$ cat src/rtl/memory_read_ctrl.sv
// memory_read_ctrl
//   Takes a frame's head block index from the egress queue, then walks that
//   frame's chain of 64-byte blocks in packet memory. Each block is
//   {payload[495:0], footer[15:0]}, and its footer gives the index of the
//   next block plus an end-of-packet flag. The 62 payload bytes of every
//   block are streamed out one byte per beat. Each block index is returned
//   to the free list once its last byte has gone out.
//
// Optional feature: define MEM_RD_PREFETCH_EN to add a second block buffer.
//   With it, the read of the next block is issued while the current block is
//   still streaming, so consecutive blocks leave with no bubble between them.
//
// Ports
//   clk, rst                     clock and asynchronous active-high reset
//   frame_valid_i/_head_idx_i    head block index offered by the egress queue
//   frame_ready_o                high while idle and able to accept a head
//   mem_ready_i                  memory controller can take a read request
//   mem_re_o, mem_addr_o         read request (one cycle) and block index
//   mem_rvalid_i, mem_rdata_i    read return (latency of one cycle or more)
//   data_o/_valid_o/_begin_o/_end_o, data_ready_i   egress byte stream
//   fl_free_req_o, fl_free_block_idx_o               free-list return pulse
module memory_read_ctrl #(
    parameter int ADDR_W        = 10,
    parameter int BLOCK_BYTES   = 64,
    parameter int PAYLOAD_BYTES = 62,
    parameter int BLOCK_BITS    = 8 * BLOCK_BYTES
) (
    input  logic                  clk,
    input  logic                  rst,
    input  logic                  frame_valid_i,
    input  logic [ADDR_W-1:0]     frame_head_idx_i,
    output logic                  frame_ready_o,
    input  logic                  mem_ready_i,
    output logic                  mem_re_o,
    output logic [ADDR_W-1:0]     mem_addr_o,
    input  logic                  mem_rvalid_i,
    input  logic [BLOCK_BITS-1:0] mem_rdata_i,
    output logic [7:0]            data_o,
    output logic                  data_valid_o,
    output logic                  data_begin_o,
    output logic                  data_end_o,
    input  logic                  data_ready_i,
    output logic                  fl_free_req_o,
    output logic [ADDR_W-1:0]     fl_free_block_idx_o
);
    localparam int PAY_BITS = 8 * PAYLOAD_BYTES;
    localparam int CNT_W    = $clog2(PAYLOAD_BYTES);
    localparam logic [CNT_W-1:0] LAST_BYTE = CNT_W'(PAYLOAD_BYTES - 1);

    typedef enum logic [1:0] {IDLE, RD_REQ, RD_WAIT, STREAM} state_t;

    state_t              state;
    logic [ADDR_W-1:0]   curr_idx;
    logic [ADDR_W-1:0]   next_idx;
    logic                eop;
    logic                head_blk;   // current block is the first of the frame
    logic [CNT_W-1:0]    byte_cnt;
    logic [PAY_BITS-1:0] pay;

    // Footer decode straight off the read bus.
    logic [PAY_BITS-1:0] rd_pay;
    logic [ADDR_W-1:0]   rd_next;
    logic                rd_eop;
    logic                unused_footer;
    assign rd_pay        = mem_rdata_i[BLOCK_BITS-1 -: PAY_BITS];
    assign rd_next       = mem_rdata_i[15 -: ADDR_W];
    assign rd_eop        = mem_rdata_i[15-ADDR_W];
    assign unused_footer = ^mem_rdata_i[14-ADDR_W:0];

    // Byte k sits in the top byte once the payload is shifted left by 8k.
    logic [PAY_BITS-1:0] pay_sh;
    logic                last;
    logic                rd_fire;
    assign pay_sh  = pay << {byte_cnt, 3'b000};
    assign last    = (byte_cnt == LAST_BYTE);
    assign rd_fire = (state == RD_REQ) && mem_ready_i;

    assign data_valid_o = (state == STREAM);
    assign data_o       = data_valid_o ? pay_sh[PAY_BITS-1 -: 8] : 8'h00;
    assign data_begin_o = data_valid_o && head_blk && (byte_cnt == '0);
    assign data_end_o   = data_valid_o && eop && last;

`ifdef MEM_RD_PREFETCH_EN
    logic [PAY_BITS-1:0] pf_pay;
    logic [ADDR_W-1:0]   pf_next;
    logic                pf_eop;
    logic                pf_pend;   // prefetch read outstanding
    logic                pf_valid;  // prefetch buffer holds the next block
    logic                pf_fire;
    // A prefetch is allowed only when no read is in flight and the spare
    // buffer is empty. That keeps at most one read outstanding.
    assign pf_fire    = (state == STREAM) && !eop && !pf_pend && !pf_valid && mem_ready_i;
    assign mem_re_o   = rd_fire || pf_fire;
    assign mem_addr_o = pf_fire ? next_idx : curr_idx;
`else
    assign mem_re_o   = rd_fire;
    assign mem_addr_o = curr_idx;
`endif

    always_ff @(posedge clk or posedge rst) begin
        if (rst) begin
            state               <= IDLE;
            curr_idx            <= '0;
            next_idx            <= '0;
            eop                 <= 1'b0;
            head_blk            <= 1'b0;
            byte_cnt            <= '0;
            pay                 <= '0;
            frame_ready_o       <= 1'b0;
            fl_free_req_o       <= 1'b0;
            fl_free_block_idx_o <= '0;
`ifdef MEM_RD_PREFETCH_EN
            pf_pay              <= '0;
            pf_next             <= '0;
            pf_eop              <= 1'b0;
            pf_pend             <= 1'b0;
            pf_valid            <= 1'b0;
`endif
        end else begin
            fl_free_req_o <= 1'b0;
            case (state)
                IDLE: begin
                    if (frame_valid_i && frame_ready_o) begin
                        curr_idx      <= frame_head_idx_i;
                        head_blk      <= 1'b1;
                        frame_ready_o <= 1'b0;
                        state         <= RD_REQ;
                    end else begin
                        frame_ready_o <= 1'b1;
                    end
                end
                RD_REQ: begin
                    if (mem_ready_i) state <= RD_WAIT;
                end
                RD_WAIT: begin
                    if (mem_rvalid_i) begin
                        pay      <= rd_pay;
                        next_idx <= rd_next;
                        eop      <= rd_eop;
                        byte_cnt <= '0;
                        state    <= STREAM;
`ifdef MEM_RD_PREFETCH_EN
                        pf_pend  <= 1'b0;
`endif
                    end
                end
                STREAM: begin
`ifdef MEM_RD_PREFETCH_EN
                    if (pf_fire) pf_pend <= 1'b1;
                    if (pf_pend && mem_rvalid_i) begin
                        pf_pay   <= rd_pay;
                        pf_next  <= rd_next;
                        pf_eop   <= rd_eop;
                        pf_pend  <= 1'b0;
                        pf_valid <= 1'b1;
                    end
`endif
                    if (data_ready_i) begin
                        if (!last) begin
                            byte_cnt <= byte_cnt + 1'b1;
                        end else begin
                            fl_free_req_o       <= 1'b1;
                            fl_free_block_idx_o <= curr_idx;
                            head_blk            <= 1'b0;
                            if (eop) begin
                                state         <= IDLE;
                                frame_ready_o <= 1'b1;
                            end else begin
                                curr_idx <= next_idx;
`ifdef MEM_RD_PREFETCH_EN
                                byte_cnt <= '0;
                                if (pf_valid) begin
                                    // Swap in the prefetched block, so no bubble.
                                    pay      <= pf_pay;
                                    next_idx <= pf_next;
                                    eop      <= pf_eop;
                                    pf_valid <= 1'b0;
                                end else if (pf_pend && mem_rvalid_i) begin
                                    // Data lands on the switch cycle: take it directly.
                                    pay      <= rd_pay;
                                    next_idx <= rd_next;
                                    eop      <= rd_eop;
                                    pf_pend  <= 1'b0;
                                    pf_valid <= 1'b0;
                                end else if (pf_pend || pf_fire) begin
                                    state <= RD_WAIT;
                                end else begin
                                    state <= RD_REQ;
                                end
`else
                                state <= RD_REQ;
`endif
                            end
                        end
                    end
                end
                default: state <= IDLE;
            endcase
        end
    end
endmodule

$ cat config.mk
export PLATFORM = sky130hd
export DESIGN_NAME = memory_read_ctrl
export DESIGN_NICKNAME = d
export VERILOG_FILES = /design/src/rtl/memory_read_ctrl.sv
export SDC_FILE = /design/constraint.sdc
export NUM_CORES = 1
export LEC_CHECK = 0
export ABC_AREA = 1
export ABC_CLOCK_PERIOD_IN_PS = 25600
export CAP_MARGIN = 20
export CORE_ASPECT_RATIO = 1.75
export CORE_UTILIZATION = 50
export CTS_CLUSTER_SIZE = 14
export DETAILED_ROUTE_END_ITERATION = 8
export PLACE_DENSITY_LB_ADDON = 0.1
export RECOVER_POWER = 25
export SKIP_LAST_GASP = 1
export SLEW_MARGIN = 10
export SYNTH_ARGS = -nofsm -noshare
export SYNTH_HDL_FRONTEND = slang
export SYNTH_SLANG_ARGS = --single-unit
$ cat constraint.sdc
create_clock -name clk -period 25.6 [get_ports clk]
set_input_delay 3.84 -clock clk [delete_from_list [all_inputs] [get_ports clk]]
set_output_delay 3.84 -clock clk [all_outputs]
set_load 0.05 [all_outputs]
======== Yosys cells after proc, flatten, opt, wreduce, memory -nomap -nowiden ========
Index checks and enable logic that the tools add are counted.
word-level totals
  register bits ........................... 538
  input port bits ......................... 528
  output and inout port bits .............. 34
  logic and storage cells ................. 70
operators by class
  add/subtract/negate cells ............... 1
  equal/unequal tests ..................... 12
  shift-type cells ........................ 1
  muxes and demuxes ....................... 29
  reductions and logical operators ........ 17
operators by type and width
  kind                   number
  $shl A496 B9 Y496      1
  $mux W10               4
  $pmux W10 S2           1
  $mux W6                3
  $pmux W6 S2            1
  $reduce_and A4 Y1      3
  $mux W1                11
  $mux W2                5
  $ne A2 B2 Y1 const B   5
  $reduce_and A5 Y1      2
  $mux W8                1
  $pmux W2 S4            1
  $add A6 B1 Y6 const B  1
  $eq A6 B6 Y1 const B   1
  $logic_and A1 B1 Y1    6
  $logic_not A6 Y1       1
  $ne A2 B1 Y1 const B   3
  $eq A2 B2 Y1 const B   2
  $pmux W1 S2            2
  $reduce_bool A2 Y1     2
  $reduce_and A3 Y1      1
  $eq A2 B1 Y1 const B   1
  $logic_not A2 Y1       1
  $reduce_and A2 Y1      1

======== Depth between registers and ports, before layout ========
  depth in word-level cells ............... 4
  gate-level depth with buffers ........... 14
  depth with buffers taken out ............ 11

======== Worst setup path before layout ========
OpenSTA, ideal clock, no wires.
  path kind ............................... input-to-output
  start point ............................. in mem_ready_i
  end point ............................... out mem_re_o
  arrival ................................. 4.182 ns
  data required time ...................... 21.760 ns
  path slack .............................. 17.578 ns
  cell stages on the path ................. 2
  path buffers ............................ 0
  path through ............................ nand2_1 inv_1
between the ends
  word-level cells in the longest chain between the ends .. 1
ends and longest elaborated chain
  item                 RTL line  text
  start, declared      33        input logic mem_ready_i,
  $logic_and A1 B1 Y1  76        assign rd_fire = (state == RD_REQ) && mem_ready_i;
  end, declared        34        output logic mem_re_o,
Every way passes these cells.

======== Worst setup path in the final report ========
  start point ............................. in mem_rvalid_i
  end point ............................... reg pay[364]
between the ends
  word-level cells in the longest chain between the ends .. 1
ends and longest elaborated chain
  item                                RTL line  text
  start, declared                     36        input logic mem_rvalid_i,
  $reduce_and A2 Y1 (no source line)  --
  end signal, assigned                137       pay <= rd_pay;
  end, declared                       58        logic [PAY_BITS-1:0] pay;
Every way passes these cells.
A chain may end at the register's enable or synchronous reset.

==> flow_summary.toml <==
[run_status]
status = "complete, but fails checks"
violations = "max-capacitance violations, max-slew violations"

[die]
io_pins = 562
die_x_um = 174.1
fp.dieH_um = 303.2
initial_core_util = 0.5050
design.core.area_mm2 = 0.05134
die_area_mm2 = 0.05280
rows = 110

[global_routing]
grt_antenna_before_repair = 29
grt_pass1_wl_um = 129200
gr-total-overflow = 0
grt.total_usage = 0.3222
grt_pass1_vias = 22720
grt_max_degree = 295

[timing]
fin_crit_sh = 0.4294
setup_viol = 0
slew_headroom = -2.869
drv_slew = 439
rsz0062_at_grt = "no"
max_freq_mhz = 90.98
fin_setup_tns_ns = 0
worstMarginPinSlew_ns = 5.804
final-hold-violation-count = 0
fin_worst_skew_ns = 0.009550
period_minus_slack_ns = 10.99

[layout]
fin_nets = 4480
final_common_cell = "nand2_1"
layout_common_cells = "1547 x nand2_1, 553 x clkdlybuf4s50_1, 536 x dfrtp_1"
final_area_mm2 = 0.03333
drive_above_1_share = 0.03189
syn_to_final_growth_pct = 28.54
nFillCells = 4653

[synth]
synth_edf_count = 0
syn-cell-area_mm2 = 0.02593
syn_nets = 4064
avgSynthCellArea_um2 = 7.347
ys_ff_latch = 538
ys_types = 27
yosysSeqAreaShare = 0.5193
synthCells = 3529
synthFlopType = "dfrtp_1"
ys_warn_count = 0
async_flop_share = 1.000

[power]
leakagePower_nw = 16.31
vdd_ir_drop_max_uv = 69.58
pwr_density_cell_mw_per_mm2 = 115.1

[critical_path]
crit_type = "in -> reg"
worstPathCellList = "dlygate4sd3_1 > nand2_4 > clkinvlp_2 > buf_12 > buf_4 > nand2_1 > o21ai_0"
cp-start-kind = "primary input"
cp_top_family = "buffers and inverters"
end_kind = "flip-flop"
r2r_cells = 8
crit_buf_inv = 4
cp_slowest_cell = "clkinvlp_2"
cp_num_cells = 7
crit_fanout = 294
worstPathRequired_ns = 26.03
slowest_delay_ns = 4.19
arrival_ns = 11.42

[route]
dr.first_iter.drc_count = 1948
ant_nets = 0
wl_um = 85730
vias = 23850
drc = 0
avgViaCountPerCell = 5.096
drtPass1Iterations = 5
wl_per_cell_um = 18.32

[cts]
cts_setup_buffers = 0
cts_tree = "yes"
clock-sinks = 538
root_buffer = "clkbuf_16"
h-tree-depth = 2
numCtsBuffers = 50
clk_pin_slew_ns = 0.06
cts_resized = 0
cts_hold_buf = 0
ctsLongestPathBuffers = 3
clkLatencyLatePin_ns = 0.59

[placement]
dp_hpwl_um = 58410
place_area_mm2 = 0.03156
io_buffers = 556
gp_congestion = 0.8576

[hold_path]
hold_depth = 2
worstHoldPathType = "reg -> reg"

[flow_run]
cap_violations = 4
[power breakdown]
part           switching (mW)  internal [mW]
logic                    1.08          0.559
clock network           0.335          0.437
registers               0.178           1.25
[through the flow]
step,power [mW],util,worst slack (ns),hold WS [ns],std cells
floorplan,2.548,-,6.723,0.4414,3529
finish,3.835,0.6492,14.61,0.4728,4680
global route,4.132,0.6492,13.82,0.4921,4680
CTS,3.832,0.6473,16.55,0.4769,4652
global placement,3.009,0.6147,16.55,0.4546,4562
detailed placement,3.049,0.6147,16.55,0.4582,4562
[worst register-to-register path, stage by stage, from the launching register on]
cell and delay (ns):
dfrtp_1 0.38, inv_1 0.09, ha_1 0.25, nand2_4 0.07
clkinvlp_2 4.19, buf_12 1.64, buf_4 0.63, nand2_1 0.30
o21ai_0 0.10
[cell usage after synthesis, types with 4 or more instances]
cell type	number	area, um2
buf_1	5	18.77
o211ai_1	23	172.7
ha_1	7	87.58
inv_1	369	1385
o21ai_1	14	70.07
nor2_2	4	25.02
nand2_1	1548	5811
o22ai_1	6	37.54
buf_4	8	60.06
nand3_1	184	920.9
buf_6	5	56.30
nor2_1	151	566.8
dfrtp_1	538	13460
buf_2	108	540.5
o21ai_0	395	1977
or2_2	10	62.56
clkbuf_1	88	330.3
a21oi_1	54	270.3
[kinds of logic after synthesis]
family                   synth area share
flip-flops                         0.5193
AO/OA/AOI/OAI                     0.09811
buffers and inverters             0.09309
adder cells (fa/ha/maj)          0.003378
AND/OR/NAND/NOR                    0.2862
[registers in the layout, indices dropped and copies added (netlist names)]
signal / count
pay: 496
frame_ready_o: 1
state: 2
mem_addr_o: 10
next_idx: 10
byte_cnt: 6
head_blk: 1
eop: 1
fl_free_block_idx_o: 10
fl_free_req_o: 1
[per-layer routing]
layer	global-route usage	up-vias	part of all wire	wire length (um)
met1	0.3845	11130	0.38	32600
met3	0.04223	176	0.057	4881
met4	0.1903	6	0.049	4226
met2	0.5582	869	0.51	43980
li1	-	11670	-	-
met5	0	-	0.00055	47
[final timing paths]
kind	startpoint	end	slack [ns]
worst max-delay path	mem_rvalid_i	pay[364]$_DFFE_PP0P_	14.61
worst min-delay path	pay[345]$_DFFE_PP0P_	pay[345]$_DFFE_PP0P_	0.47
worst max register to register	state[0]$_DFFE_PP0P_	pay[364]$_DFFE_PP0P_	17.79
worst min register to register	pay[345]$_DFFE_PP0P_	pay[345]$_DFFE_PP0P_	0.47
max in group asynchronous	rst	pay[460]$_DFFE_PP0P_	15.30
min in group asynchronous	rst	pay[26]$_DFFE_PP0P_	4.85
[layout make-up]
| type | count | area, um2 | share of cell area |
|---|---|---|---|
| diodes | 25 | 62.56 | 0.001877 |
| clock buffers | 77 | 1556 | 0.04670 |
| inverters | 374 | 1420 | 0.04261 |
| multi-input cells | 2403 | 10080 | 0.3023 |
| repair buffers | 578 | 5784 | 0.1736 |
| well taps | 672 | 840.8 | 0.02523 |
| clock inverters | 13 | 117.6 | 0.003529 |
| flip-flops and latches | 538 | 13470 | 0.4042 |
Note: power is estimated with default switching activity, not from simulation.
